## config.mk

```make
export PLATFORM = sky130hd
export DESIGN_NAME = increment
export DESIGN_NICKNAME = d
export VERILOG_FILES = /design/src/rtl/increment.sv
export SDC_FILE = /design/constraint.sdc
export NUM_CORES = 1
export LEC_CHECK = 0
export ABC_AREA = 1
export CAP_MARGIN = 5
export CORE_AREA = 2 2 43 45
export DETAILED_ROUTE_END_ITERATION = 16
export DIE_AREA = 0 0 45 47
export GPL_TIMING_DRIVEN = 0
export HOLD_SLACK_MARGIN = 0.1
export PLACE_DENSITY_LB_ADDON = 0.05
export SYNTH_ARGS = -nofsm -noshare
export SYNTH_HDL_FRONTEND = slang
export SYNTH_HIERARCHICAL = 1
export SYNTH_SLANG_ARGS = --single-unit
```

## constraint.sdc

```tcl
create_clock -name clk -period 0.8 [get_ports clk]
set_input_delay 0.16 -clock clk [delete_from_list [all_inputs] [get_ports clk]]
set_output_delay 0.16 -clock clk [all_outputs]
set_load 0.005 [all_outputs]
```

## src/rtl/increment.sv

```systemverilog
// Registered WIDTH-bit incrementer built on an explicit half-adder ripple chain.
// Define INCREMENT_SAT_EN to clamp all-ones at all-ones instead of wrapping to zero.

module increment_ha (
    input  logic a,
    input  logic cin,
    output logic s,
    output logic cout
);
    assign s    = a ^ cin;
    assign cout = a & cin;
endmodule

module increment #(
    parameter int WIDTH = 8
) (
    input  logic             clk,
    input  logic             rst_n,
    input  logic             in_valid,
    input  logic [WIDTH-1:0] A,
    output logic [WIDTH-1:0] Incremented_result,
    output logic             out_valid,
    output logic             carry_out,
    output logic             result_zero
);
    logic [WIDTH:0]   c;
    logic [WIDTH-1:0] sum;
    logic [WIDTH-1:0] nxt;

    assign c[0] = 1'b1;

    for (genvar i = 0; i < WIDTH; i++) begin : g_chain
        increment_ha u_ha (
            .a    (A[i]),
            .cin  (c[i]),
            .s    (sum[i]),
            .cout (c[i+1])
        );
    end

`ifdef INCREMENT_SAT_EN
    // A carry out of the MSB only happens for all-ones, so clamp there.
    assign nxt = c[WIDTH] ? {WIDTH{1'b1}} : sum;
`else
    assign nxt = sum;
`endif

    // Data registers load only on in_valid so an undriven A cannot leak in.
    always_ff @(posedge clk or negedge rst_n) begin
        if (!rst_n) begin
            Incremented_result <= '0;
            out_valid          <= 1'b0;
            carry_out          <= 1'b0;
            result_zero        <= 1'b0;
        end else begin
            out_valid <= in_valid;
            if (in_valid) begin
                Incremented_result <= nxt;
                carry_out          <= c[WIDTH];
                result_zero        <= (nxt == '0);
            end
        end
    end
endmodule

```

======== Word level (Yosys, flattened, before mapping) ========
Cells that the tools add are included.
operators by class
  bitwise gates (word level) .............. 15
  reduce and logical (&&, ||, !) cells .... 1
operators with widths
  cell             count
  $logic_not 8->1  1
  $and 1x1->1      7
  $xor 1x1->1      7
  $not 1->1        1
storage, ports and cells
  word-level logic and storage cells ...... 20
  register bits ........................... 11
  output and inout bits ................... 11

======== Longest topological paths before layout ========
  depth in word-level cells ............... 8
  gate-level depth with buffers ........... 13

======== By module ========
Netlist, hierarchy kept.
by module, submodules not included
  module        sequential area each (sq um)  area each (sq um)  instances  cells an instance
  increment     275.3                         466.7              1          50
  increment_ha  0.0                           12.5               8          1

======== Worst setup path before layout ========
Ideal clock, no wire load.
  path kind ............................... in2reg
  from .................................... in A[0]
  to ...................................... reg result_zero
  slack ................................... -1.189 ns
  required time ........................... 0.735 ns
  arrival ................................. 1.925 ns
  stages on the path ...................... 13
  path through ............................ ha_1 -> ha_1 -> ha_1 -> ha_1 -> ha_1 -> ha_1 -> ha_1 -> ha_1 -> inv_1 -> nand2_1 -> nor2_1 -> nand2_1 -> nand2_1
between the ends
  word-level cells in the longest chain between the ends .. 8
ends and longest elaborated chain
  item                    RTL line  RTL
  start: declaration      20        input logic [WIDTH-1:0] A,
  $and 1x1->1             11        assign cout = a & cin;
  via c[2]                26        logic [WIDTH:0] c;
  $and 1x1->1             11
  via c[3]                26
  $and 1x1->1             11
  via c[4]                26
  $and 1x1->1             11
  via c[5]                26
  $and 1x1->1             11
  via c[6]                26
  $and 1x1->1             11
  via c[7]                26
  $xor 1x1->1             10        assign s = a ^ cin;
  via nxt[7]              28        logic [WIDTH-1:0] nxt;
  $logic_not 8->1         60        result_zero <= (nxt == '0);
  end signal: assignment  60
  end: declaration        24        output logic result_zero
The timed path passes the listed nets, and every way through them passes these cells.
A chain may end at the register's enable or synchronous reset.

======== Worst setup path in the final report ========
Ends and elaborated chain as after synthesis.

==> flow_metrics.tcl <==
set metrics [dict create \
    fp.dieW_microns 45 \
    cp.required_ns 0.96 \
    coreArea_sq_um 1650 \
    finClkSkew_ns 0 \
    tightest_slew_ns 0.504 \
    tns_ns -5.16 \
    synth_area_leaders "dfrtp_1, ha_1, nand2_1, o21ai_2, inv_1" \
    p_leak_nw 0.442 \
    postSynthAreaPerCell_sq_um 9.77 \
    yosysUniqueCellTypes 11 \
    num_antenna_cells 0 \
    place_hpwl_microns 910 \
    synth_area_leader_cell "dfrtp_1" \
    cp.arrival_ns 1.82 \
    fin_total_pwr_mw 1.30 \
    fmax_ghz 0.601 \
    die_h_microns 47 \
    final_common_cell "nand2_1" \
    outcome "finished with violations" \
    die_area_sq_um 2120 \
    violations "negative setup slack" \
    crit_path_cell_trace "buf_6, ha_4, ha_4, ha_4, ha_4, ha_4, ha_4, ha_4, ha_4, inv_2, nand2_2, nor2_2, nand2_1, nand2_1" \
    power_per_cell_area_nw_per_um2 1430 \
    critPathMaxFanout 2 \
    regArea_sq_um 275 \
    path_class "in -> reg" \
    start_kind "input port" \
    end_kind "flip-flop" \
    crit_path_max_incr_delay_ns 0.26 \
    syn_nets 77 \
    grt_pass1_vias 372 \
    gp_congestion 0.714 \
    hold_ws_ns 0.227 \
    n_fill_cell 160 \
    cts_tree "done" \
    ios 22 \
    clock-sinks 11 \
    area_growth_pct 59.8 \
    start_util 0.343 \
    hold_class "in -> async" \
    port-buffer-count 21 \
    period_needed_ns 1.66 \
    cts_buffers 3 \
    drt_pre_antenna_iters 4 \
    drt_wl_total_mm 1.16 \
    cts-root-buf "clkbuf_4" \
    ant_nets 0 \
    initialDrtViolationCount 3 \
    multi_input_area_sq_um 348 \
    ys_seq_area_frac 0.486 \
    clock_path_buffers 2 \
    hold_viol 0 \
    cpMostUsedCell "ha_4" \
    grt_usage 0.121 \
    ir_drop_uv 1140 \
    placed_area_sq_um 898 \
    path_buf_inv 2 \
    maxSlewHeadroom 0.663 \
    synth_top_area_frac 0.486 \
    yosys_warnings 6 \
    grt_pass1_wl_mm 1.73 \
    report.final.slew_viol_count 0 \
    h-tree-depth 1 \
    nNetsFinal 107 \
    drv_cap 0 \
    netlist_area_sq_um 567 \
    avgViaCountPerCell 4.47 \
    layout_setup_ws_ns -0.864 \
    clk_latency_ns 0.26 \
    grt_overflow_total 0 \
    clk_pin_slew_ns 0.07 \
    ys_seq_elements 11 \
    rows 15 \
    setup_viol 18 \
    fin_area_sq_um 906 \
    netlist_instances 58 \
    grt_max_degree 12 \
    rsz0062_at_grt "yes" \
    wl_per_cell_microns 11.1 \
    drive_above_1_share 0.483 \
    antenna_found_initial 0 \
    drcViolationCount 0 \
    final_cell_mix "nand2_1, dfrtp_1, buf_2" \
    via_count 465 \
    cpLargestDelayFamily "adder cells" \
    period_share 2.08 \
    cts_hold_buf 0 \
    cp_slowest_cell "ha_4" \
]
## registers in the layout, indices dropped and copies added (netlist names)
name	count
out_valid	1
carry_out	1
result_zero	1
Incremented_result	8
## power by group
| part | total, mW | switching, mW | internal, mW |
|---|---|---|---|
| Clock | 0.372 | 0.180 | 0.193 |
| Combinational | 0.305 | 0.141 | 0.164 |
| Sequential | 0.620 | 0.0194 | 0.601 |
## per-stage QoR
stage	utilization	setup WS (ns)	cells
after global placement	0.544	-1.53	96
after floorplan	-	-0.832	58
after global routing	0.548	-0.886	104
after CTS	0.535	-0.883	102
after detailed placement	0.544	-1.59	96
final	0.548	-0.864	104
## Yosys cell counts
master	count
buf_8	1
conb_1	1
dfrtp_1	11
ha_1	8
inv_1	8
inv_2	1
nand2_1	17
nand3_1	1
nor2_1	2
o21ai_0	2
o21ai_2	6
## routing by layer
layer | vias up | routed length, microns | GRT usage
li1 | 241 | - | -
met1 | 206 | 548 | 0.163
met2 | 16 | 491 | 0.169
met3 | 2 | 111 | 0.0654
met4 | 0 | 6 | 0.0353
met5 | - | 0 | 0
## final timing paths
| path | from | end | slack, ns | depth (start not counted) |
|---|---|---|---|---|
| max | A[0] | result_zero$_DFFE_PN0P_ | -0.86 | 14 |
| min | rst_n | Incremented_result[3]$_DFFE_PN0P_ | 0.23 | 1 |
| max reg2reg | Incremented_result[5]$_DFFE_PN0P_ | Incremented_result[5]$_DFFE_PN0P_ | 0.09 | 3 |
| min reg2reg | carry_out$_DFFE_PN0P_ | carry_out$_DFFE_PN0P_ | 0.48 | 2 |
| max in group asynchronous | rst_n | Incremented_result[5]$_DFFE_PN0P_ | 0.23 | 1 |
| min in group clk | in_valid | out_valid$_DFF_PN0_ | 0.24 | 1 |
## logic make-up after synthesis
kind of cell / synth area share
other cells: 0.00662
buf+inv: 0.0861
compound gates: 0.110
flops: 0.486
simple gates: 0.135
fa+ha+maj: 0.177
## repair_timing
item                                    4_1_cts  5_1_grt
pin swaps                                    12        2
resized for setup                            54        3
gates cloned                                  0        0
setup buffers                                 2        2
endpoints found under the setup margin       21       18
## final cells by class
| type | instances | share of cell area |
|---|---|---|
| plain buffers | 1 | 0.0166 |
| clock buffers | 4 | 0.0290 |
| inverters | 9 | 0.0401 |
| multi-input cells | 37 | 0.384 |
| flip-flops and latches | 11 | 0.304 |
| well taps | 17 | 0.0235 |
| repair buffers | 25 | 0.203 |
Power figures use the tool's default switching activity.
